$ cat src/rtl/demo_seq_pkg.sv
`default_nettype none
// ============================================================================
// Module      : demo_seq_pkg
// Description : Shared definitions for the demo traffic sequencer: operation
//               mode encodings, the per-channel state type and the pattern
//               stride applied between channels.
// Revision    : 1.0 - initial release
// ============================================================================
package demo_seq_pkg;

    // Operation modes as presented on the mode input. 2'b11 is decoded by
    // the top level as an alias of MODE_WRV.
    localparam logic [1:0] MODE_WR  = 2'b00;
    localparam logic [1:0] MODE_RD  = 2'b01;
    localparam logic [1:0] MODE_WRV = 2'b10;

    // Data pattern offset between neighbouring channels.
    localparam int CH_STRIDE = 16;

    typedef enum logic [2:0] {
        ST_IDLE    = 3'd0,
        ST_WR_REQ  = 3'd1,
        ST_RD_REQ  = 3'd2,
        ST_RD_WAIT = 3'd3,
        ST_FIN     = 3'd4
    } ch_state_t;

endpackage
`default_nettype wire

$ cat src/rtl/demo_seq_ch.sv
`default_nettype none
// ============================================================================
// Module      : demo_seq_ch
// Description : One traffic channel. Issues BURST_LEN write and/or read
//               requests of a deterministic pattern, checks returned read
//               data and raises a one-cycle err pulse per failed beat
//               (data mismatch or read timeout).
// Ports       : clk, rstn           clock, async active-low reset
//               go, go_write        start this channel; first phase is write
//               verify              after writes, read the burst back
//               fin_release         all enabled channels done, leave FIN
//               slave_sel, seed     latched operation parameters
//               idle, at_fin, err   status to the top level
//               d_*                 device-side request interface
// Revision    : 1.0 - initial release
// ============================================================================
module demo_seq_ch
    import demo_seq_pkg::*;
#(
    parameter int CH_IDX               = 0,
    parameter int ADDR_WIDTH           = 16,
    parameter int DATA_WIDTH           = 8,
    parameter int SLAVE_MEM_ADDR_WIDTH = 12,
    parameter int BURST_LEN            = 4,
    parameter int TIMEOUT              = 64
) (
    input  logic                                        clk,
    input  logic                                        rstn,
    input  logic                                        go,
    input  logic                                        go_write,
    input  logic                                        verify,
    input  logic                                        fin_release,
    input  logic [ADDR_WIDTH-SLAVE_MEM_ADDR_WIDTH-1:0]  slave_sel,
    input  logic [DATA_WIDTH-1:0]                       seed,
    output logic                                        idle,
    output logic                                        at_fin,
    output logic                                        err,
    output logic                                        d_valid,
    output logic                                        d_mode,
    output logic [ADDR_WIDTH-1:0]                       d_addr,
    output logic [DATA_WIDTH-1:0]                       d_wdata,
    input  logic                                        d_ready,
    input  logic                                        d_rvalid,
    input  logic [DATA_WIDTH-1:0]                       d_rdata
);

    localparam int BEAT_W = (BURST_LEN > 1) ? $clog2(BURST_LEN) : 1;
    localparam int TMO_W  = $clog2(TIMEOUT + 1);

    localparam logic [BEAT_W-1:0]               C_LAST_BEAT = BEAT_W'(BURST_LEN - 1);
    localparam logic [TMO_W-1:0]                C_TMO_LAST  = TMO_W'(TIMEOUT - 1);
    localparam logic [SLAVE_MEM_ADDR_WIDTH-1:0] C_OFF_BASE  = SLAVE_MEM_ADDR_WIDTH'(CH_IDX * BURST_LEN);
    localparam logic [DATA_WIDTH-1:0]           C_DATA_BASE = DATA_WIDTH'(CH_IDX * CH_STRIDE);

    ch_state_t                       r_state;
    ch_state_t                       w_next;
    logic [BEAT_W-1:0]               r_beat;
    logic [TMO_W-1:0]                r_tmo;
    logic                            w_last;
    logic                            w_timeout;
    logic                            w_beat_done;
    logic [SLAVE_MEM_ADDR_WIDTH-1:0] w_off;
    logic [DATA_WIDTH-1:0]           w_pattern;

    assign w_last    = (r_beat == C_LAST_BEAT);
    // r_tmo is 0 in the first RD_WAIT cycle, so the beat gives up after
    // exactly TIMEOUT cycles without read data.
    assign w_timeout = (r_tmo == C_TMO_LAST);
    // Truncating adds give the modulo wrap of offset and data for free.
    assign w_off     = C_OFF_BASE + SLAVE_MEM_ADDR_WIDTH'(r_beat);
    assign w_pattern = seed + C_DATA_BASE + DATA_WIDTH'(r_beat);

    assign w_beat_done = ((r_state == ST_WR_REQ) && d_ready) ||
                         ((r_state == ST_RD_WAIT) && (d_rvalid || w_timeout));

    assign idle    = (r_state == ST_IDLE);
    assign at_fin  = (r_state == ST_FIN);
    assign d_addr  = d_valid ? {slave_sel, w_off} : '0;
    assign d_wdata = d_mode ? w_pattern : '0;

    always_ff @(posedge clk or negedge rstn) begin
        if (!rstn) begin
            r_state <= ST_IDLE;
        end else begin
            r_state <= w_next;
        end
    end

    always_comb begin
        w_next  = r_state;
        d_valid = 1'b0;
        d_mode  = 1'b0;
        err     = 1'b0;
        case (r_state)
            ST_IDLE: begin
                if (go) begin
                    w_next = go_write ? ST_WR_REQ : ST_RD_REQ;
                end
            end
            ST_WR_REQ: begin
                d_valid = 1'b1;
                d_mode  = 1'b1;
                if (d_ready && w_last) begin
                    w_next = verify ? ST_RD_REQ : ST_FIN;
                end
            end
            ST_RD_REQ: begin
                d_valid = 1'b1;
                if (d_ready) begin
                    w_next = ST_RD_WAIT;
                end
            end
            ST_RD_WAIT: begin
                // Read data wins over a coincident timeout.
                if (d_rvalid || w_timeout) begin
                    err    = d_rvalid ? (d_rdata != w_pattern) : 1'b1;
                    w_next = w_last ? ST_FIN : ST_RD_REQ;
                end
            end
            ST_FIN: begin
                if (fin_release) begin
                    w_next = ST_IDLE;
                end
            end
            default: begin
                w_next = ST_IDLE;
            end
        endcase
    end

    // Beat index restarts at 0 after the last write so the verify pass
    // reads the same addresses back.
    always_ff @(posedge clk or negedge rstn) begin
        if (!rstn) begin
            r_beat <= '0;
            r_tmo  <= '0;
        end else begin
            if (r_state == ST_IDLE) begin
                r_beat <= '0;
            end else if (w_beat_done) begin
                r_beat <= w_last ? '0 : r_beat + BEAT_W'(1);
            end
            r_tmo <= (r_state == ST_RD_WAIT) ? r_tmo + TMO_W'(1) : '0;
        end
    end

endmodule
`default_nettype wire

$ cat src/rtl/demo_seq.sv
`default_nettype none
// ============================================================================
// Module      : demo_seq
// Description : Parametrised demo traffic sequencer. NUM_CH independent
//               channels each drive one bus master with write, read-verify
//               or write-then-verify bursts; the top level latches the
//               operation, synchronises channel completion, generates done
//               and accumulates a saturating error count.
// Ports       : clk, rstn                     clock, async active-low reset
//               start, mode, ch_en,
//               slave_sel, seed               operation request/parameters
//               ch_ready, busy, done,
//               err_count                     status
//               d_valid, d_mode, d_addr,
//               d_wdata, d_ready, d_rvalid,
//               d_rdata                       per-channel request interfaces
// Revision    : 1.0 - initial release
// ============================================================================
module demo_seq
    import demo_seq_pkg::*;
#(
    parameter int NUM_CH               = 2,
    parameter int ADDR_WIDTH           = 16,
    parameter int DATA_WIDTH           = 8,
    parameter int SLAVE_MEM_ADDR_WIDTH = 12,
    parameter int BURST_LEN            = 4,
    parameter int TIMEOUT              = 64,
    parameter int ERR_WIDTH            = 8
) (
    input  logic                                        clk,
    input  logic                                        rstn,
    input  logic                                        start,
    input  logic [1:0]                                  mode,
    input  logic [NUM_CH-1:0]                           ch_en,
    input  logic [ADDR_WIDTH-SLAVE_MEM_ADDR_WIDTH-1:0]  slave_sel,
    input  logic [DATA_WIDTH-1:0]                       seed,
    output logic [NUM_CH-1:0]                           ch_ready,
    output logic                                        busy,
    output logic                                        done,
    output logic [ERR_WIDTH-1:0]                        err_count,
    output logic [NUM_CH-1:0]                           d_valid,
    output logic [NUM_CH-1:0]                           d_mode,
    output logic [NUM_CH*ADDR_WIDTH-1:0]                d_addr,
    output logic [NUM_CH*DATA_WIDTH-1:0]                d_wdata,
    input  logic [NUM_CH-1:0]                           d_ready,
    input  logic [NUM_CH-1:0]                           d_rvalid,
    input  logic [NUM_CH*DATA_WIDTH-1:0]                d_rdata
);

    localparam int SEL_W = ADDR_WIDTH - SLAVE_MEM_ADDR_WIDTH;
    localparam int CNT_W = $clog2(NUM_CH + 1);
    localparam int SUM_W = ERR_WIDTH + CNT_W;
    localparam logic [ERR_WIDTH-1:0] C_ERR_MAX = {ERR_WIDTH{1'b1}};

    logic [NUM_CH-1:0]    w_idle;
    logic [NUM_CH-1:0]    w_fin;
    logic [NUM_CH-1:0]    w_err;
    logic [NUM_CH-1:0]    w_go;
    logic                 w_accept;
    logic                 w_go_write;
    logic                 w_all_fin;
    logic [CNT_W-1:0]     w_nerr;
    logic [SUM_W-1:0]     w_sum;
    logic [ERR_WIDTH-1:0] w_err_next;

    logic                 r_verify;
    logic [NUM_CH-1:0]    r_en;
    logic [SEL_W-1:0]     r_sel;
    logic [DATA_WIDTH-1:0] r_seed;
    logic                 r_done;
    logic [ERR_WIDTH-1:0] r_err;

    assign busy      = ~&w_idle;
    assign ch_ready  = w_idle;
    assign done      = r_done;
    assign err_count = r_err;

    assign w_accept   = start && !busy;
    assign w_go       = {NUM_CH{w_accept}} & ch_en;
    assign w_go_write = (mode != MODE_RD);

    // Barrier: every channel of the current operation sits in FIN. Once the
    // channels are released they read IDLE, so this cannot re-fire.
    assign w_all_fin = (r_en != '0) && (&(w_fin | ~r_en));

    // Saturating accumulation of all per-channel error pulses this cycle.
    always_comb begin
        w_nerr = '0;
        for (int i = 0; i < NUM_CH; i++) begin
            w_nerr = w_nerr + CNT_W'(w_err[i]);
        end
        w_sum      = SUM_W'(r_err) + SUM_W'(w_nerr);
        w_err_next = (w_sum > SUM_W'(C_ERR_MAX)) ? C_ERR_MAX : w_sum[ERR_WIDTH-1:0];
    end

    always_ff @(posedge clk or negedge rstn) begin
        if (!rstn) begin
            r_verify <= 1'b0;
            r_en     <= '0;
            r_sel    <= '0;
            r_seed   <= '0;
            r_done   <= 1'b0;
            r_err    <= '0;
        end else begin
            // An empty channel set still completes, one cycle after start.
            r_done <= w_all_fin || (w_accept && (ch_en == '0));
            if (w_accept) begin
                // 2'b11 is handled as write-then-verify.
                r_verify <= (mode == MODE_WRV) || (mode == (MODE_WRV | MODE_RD));
                r_en     <= ch_en;
                r_sel    <= slave_sel;
                r_seed   <= seed;
                r_err    <= '0;
            end else begin
                r_err    <= w_err_next;
            end
        end
    end

    for (genvar c = 0; c < NUM_CH; c++) begin : g_ch
        demo_seq_ch #(
            .CH_IDX               (c),
            .ADDR_WIDTH           (ADDR_WIDTH),
            .DATA_WIDTH           (DATA_WIDTH),
            .SLAVE_MEM_ADDR_WIDTH (SLAVE_MEM_ADDR_WIDTH),
            .BURST_LEN            (BURST_LEN),
            .TIMEOUT              (TIMEOUT)
        ) u_ch (
            .clk         (clk),
            .rstn        (rstn),
            .go          (w_go[c]),
            .go_write    (w_go_write),
            .verify      (r_verify),
            .fin_release (w_all_fin),
            .slave_sel   (r_sel),
            .seed        (r_seed),
            .idle        (w_idle[c]),
            .at_fin      (w_fin[c]),
            .err         (w_err[c]),
            .d_valid     (d_valid[c]),
            .d_mode      (d_mode[c]),
            .d_addr      (d_addr[c*ADDR_WIDTH +: ADDR_WIDTH]),
            .d_wdata     (d_wdata[c*DATA_WIDTH +: DATA_WIDTH]),
            .d_ready     (d_ready[c]),
            .d_rvalid    (d_rvalid[c]),
            .d_rdata     (d_rdata[c*DATA_WIDTH +: DATA_WIDTH])
        );
    end

endmodule
`default_nettype wire

$ cat config.mk
export PLATFORM = sky130hd
export DESIGN_NAME = demo_seq
export DESIGN_NICKNAME = d
export VERILOG_FILES = /design/src/rtl/demo_seq_pkg.sv /design/src/rtl/demo_seq_ch.sv /design/src/rtl/demo_seq.sv
export SDC_FILE = /design/constraint.sdc
export NUM_CORES = 1
export LEC_CHECK = 0
export CELL_PAD_IN_SITES_DETAIL_PLACEMENT = 1
export CELL_PAD_IN_SITES_GLOBAL_PLACEMENT = 1
export CORE_MARGIN = 2
export CORE_UTILIZATION = 38
export DETAILED_ROUTE_END_ITERATION = 8
export PLACE_DENSITY_LB_ADDON = 0.05
export SLEW_MARGIN = 0
export SYNTH_ARGS = -nofsm -noshare
export SYNTH_HDL_FRONTEND = slang
export SYNTH_SLANG_ARGS = --single-unit
$ cat constraint.sdc
create_clock -name clk -period 7.7 [get_ports clk]
set_input_delay 1.54 -clock clk [delete_from_list [all_inputs] [get_ports clk]]
set_output_delay 1.54 -clock clk [all_outputs]
set_load 0.02 [all_outputs]
==> flow_summary.yaml <==
power_and_ir_drop:
  cellLeakagePower_nw: 1.79
  power_frac_seq_pct: 28.5
  p_int_mw: 0.918
  clkPwrFrac_pct: 12.6
  power_density_nw_per_um2: 392
  ir_drop_mv: 0.130
  p_comb_share_pct: 58.9
  switching_power_mw: 0.713
  total_power_mw: 1.63
  switching_share_pct: 43.7
timing:
  timing.hold.ws_ns: 0.478
  setup_slack_ns: 3.43
  finalHoldViolCount: 0
  final_max_slew_viol_count: 0
  timing.fmax_mhz: 234
  clock_skew_ns: 0.0116
  fin_crit_ns: 4.27
  relSlewSlack_pct: 25.4
  fin_tns_setup_ns: 0
  worst_pin_slew_ns: 1.12
  setup_violations: 0
  rsz0062_at_grt: "false"
  fin_crit_sh_pct: 55.4
outcome:
  status: "complete, no violations"
drt:
  antenna_left: 0
  wl_per_cell_um: 15.5
  drt_iter0_drc: 57
  viasPerCell: 5.00
  vias: 2606
  totalWireLength_mm: 8.06
  drc: 0
  dr.pass1.iters: 4
cts:
  post-cts-setup-buffer-count: 0
  ctsHtreeMaxLevel: 2
  clock_latency_ns: 0.31
  cts_root_buffer: "clkbuf_8"
  path_clk_slew_ns: 0.10
  cts_tree: "built"
  cts_sinks: 48
  post_cts_resized: 0
  cts_buffers: 5
  cts_buffer_depth: 2
  holdBufCountCts: 0
cells_and_area:
  fillCellCount: 967
  synthToLayoutAreaGrowth_pct: 27.0
  design_area_um2: 4160
  final_util_pct: 50.1
  finalNonFillerCells: 521
  layout-drive-gt1-share_pct: 7.45
  n_antenna_cell: 0
  final_nets: 466
critical_path:
  crit_chain: "ha_1, fa_1, and3_4, o21ai_0, xor2_1, nor2_1, clkdlybuf4s50_1"
  crit_type: "reg -> out"
  crit_path_max_incr_delay_ns: 0.63
  crit_path_start_kind: "flip-flop"
  cpMaxStageDelayCell: "clkdlybuf4s50_1"
  critPathCaptureType: "output pin"
  ff2ff_setup_slack_ns: 3.94
  path_max_fanout: 5
  cp_data_arrival_time_ns: 2.73
  required_ns: 6.16
  rr_worst_depth: 14
synthesis:
  synth.distinct_cells: 51
  synth_top_cell_area_share_pct: 36.7
  synth_top_area_cell: "dfrtp_1"
  synthCells: 346
  yosysMostFrequentCell: "dfrtp_1"
  synth-async-reset-ratio_pct: 100
  ys_ff_latch: 48
  ys_warn_count: 0
  synth_area_um2: 3270
  synth_area_per_cell_um2: 9.46
  synth_edf_count: 0
  seq_area_frac_synth_pct: 36.7
  synth_area_leaders: "dfrtp_1 37%, xnor2_1 7.0%, buf_4 6.4%"
  dominantRegCellSynth: "dfrtp_1"
  synth_common_cells: "48 x dfrtp_1, 46 x nor2_1, 28 x buf_4"
worst_hold_path:
  min_path_cells: 1
  worst_hold_path_type: "reg -> reg"
die:
  chipHeight_um: 96.8
  num_rows: 33
  die_x_um: 96.8
  die-area_um2: 9380
  coreArea_um2: 8300
  start_util_pct: 39.5
  ios: 103
global_route:
  grt_pass1_vias: 2735
  antenna_found_initial: 0
  gr-total-overflow: 0
  grt_pass1_wl_mm: 13.7
  grt_util_all_layers_pct: 17.8
  grt_max_degree: 49
job:
  cap_violations: 0
placed_design:
  place.detailed.hpwl_mm: 6.24
  placed_area_um2: 4030
  gp_congestion: 0.767
  dp_slack_ns: 3.05
  place_inst: 513
  portBuffers: 83
==> power by group through the flow <==
| stage | clock, mW | combinational, mW | sequential [mW] |
|---|---|---|---|
| floorplan | 0 | 0.723 | 0.402 |
| global placement | 0 | 0.959 | 0.467 |
| detailed placement | 0 | 0.973 | 0.470 |
| CTS | 0.211 | 0.978 | 0.465 |
| global route | 0.222 | 1.06 | 0.485 |
| finish | 0.205 | 0.961 | 0.465 |
==> critical path: cells and delay by family, from the launching register on <==
family                     cells  cell delay (ns)
xor gates and xnor gates       1             0.10
DFF                            1             0.46
and+or+nand+nor                2             0.35
AOI/OAI and AO/OA              1             0.20
buffers and inverters          1             0.63
adders and majority gates      2             0.69
==> logic make-up (layout without fill, tap and decap cells) <==
kind of cell	count (synthesis)	in the layout	share of synthesized area [%]
xor+xnor	44	44	12.9
buf+inv	52	104	9.74
fa+ha+maj	12	12	5.27
mux	20	20	6.69
compound gates	50	50	9.82
flops	48	48	36.7
simple gates	119	119	18.8
other cells	1	19	0.115
==> cells in the final DEF, fill, tap and decap left out, drive strengths merged, types with 2 or more instances in the layout <==
| cell | n |
|---|---|
| a21o | 2 |
| a21oi | 18 |
| a221oi | 2 |
| a32o | 2 |
| and2 | 17 |
| and3 | 8 |
| buf | 2 |
| clkbuf | 7 |
| clkdlybuf4s50 | 82 |
| conb | 19 |
| dfrtp | 48 |
| fa | 3 |
| ha | 9 |
| inv | 12 |
| mux2 | 15 |
| mux2i | 5 |
| nand2 | 12 |
| nand2b | 3 |
| nand3 | 10 |
| nand3b | 2 |
| nand4 | 3 |
| nor2 | 46 |
| nor2b | 2 |
| nor3 | 6 |
| nor3b | 3 |
| o21ai | 9 |
| o2bb2ai | 3 |
| o31ai | 4 |
| o41ai | 2 |
| or3 | 3 |
| xnor2 | 27 |
| xor2 | 15 |
==> routing by layer <==
layer / share of wire [%] / global-route usage, % / up-vias
met1: 48 / 24.7 / 1263
met5: 0 / 0 / -
met2: 46 / 28.3 / 69
met3: 4.4 / 3.61 / 8
li1: - / - / 1266
met4: 1.4 / 5.20 / 0
==> sequential cells by signal, summed over array words and instances (netlist names) <==
| signal | flops |
|---|---|
| g_ch.u_ch.r_state | 6 |
| err_count | 8 |
| r_sel | 4 |
| done | 1 |
| g_ch.u_ch.r_tmo | 14 |
| r_en | 2 |
| r_seed | 8 |
| r_verify | 1 |
| g_ch.u_ch.r_beat | 4 |
==> area by class of cell <==
type | count | area (um^2) | share of cell area (%)
Clock inverter | 1 | 30.0 | 0.722
Multi-Input combinational cell | 264 | 1820 | 43.8
Sequential cell | 48 | 1200 | 28.9
Inverter | 12 | 45.0 | 1.08
Tap cell | 105 | 131 | 3.16
Clock buffer | 7 | 96.3 | 2.32
Timing Repair Buffer | 84 | 833 | 20.0
==> path summary, 6_finish.rpt <==
check                                       start                    end
min in group asynchronous                    rstn  g_ch[0].u_ch.r_tmo[3]
hold / removal              g_ch[0].u_ch.r_tmo[0]  g_ch[0].u_ch.r_tmo[0]
setup / recovery           g_ch[1].u_ch.r_beat[0]            d_wdata[14]
hold reg to reg             g_ch[0].u_ch.r_tmo[0]  g_ch[0].u_ch.r_tmo[0]
max in group asynchronous                    rstn  g_ch[1].u_ch.r_tmo[4]
setup reg to reg           g_ch[1].u_ch.r_beat[0]           err_count[6]
Power figures use the tool's default switching activity.
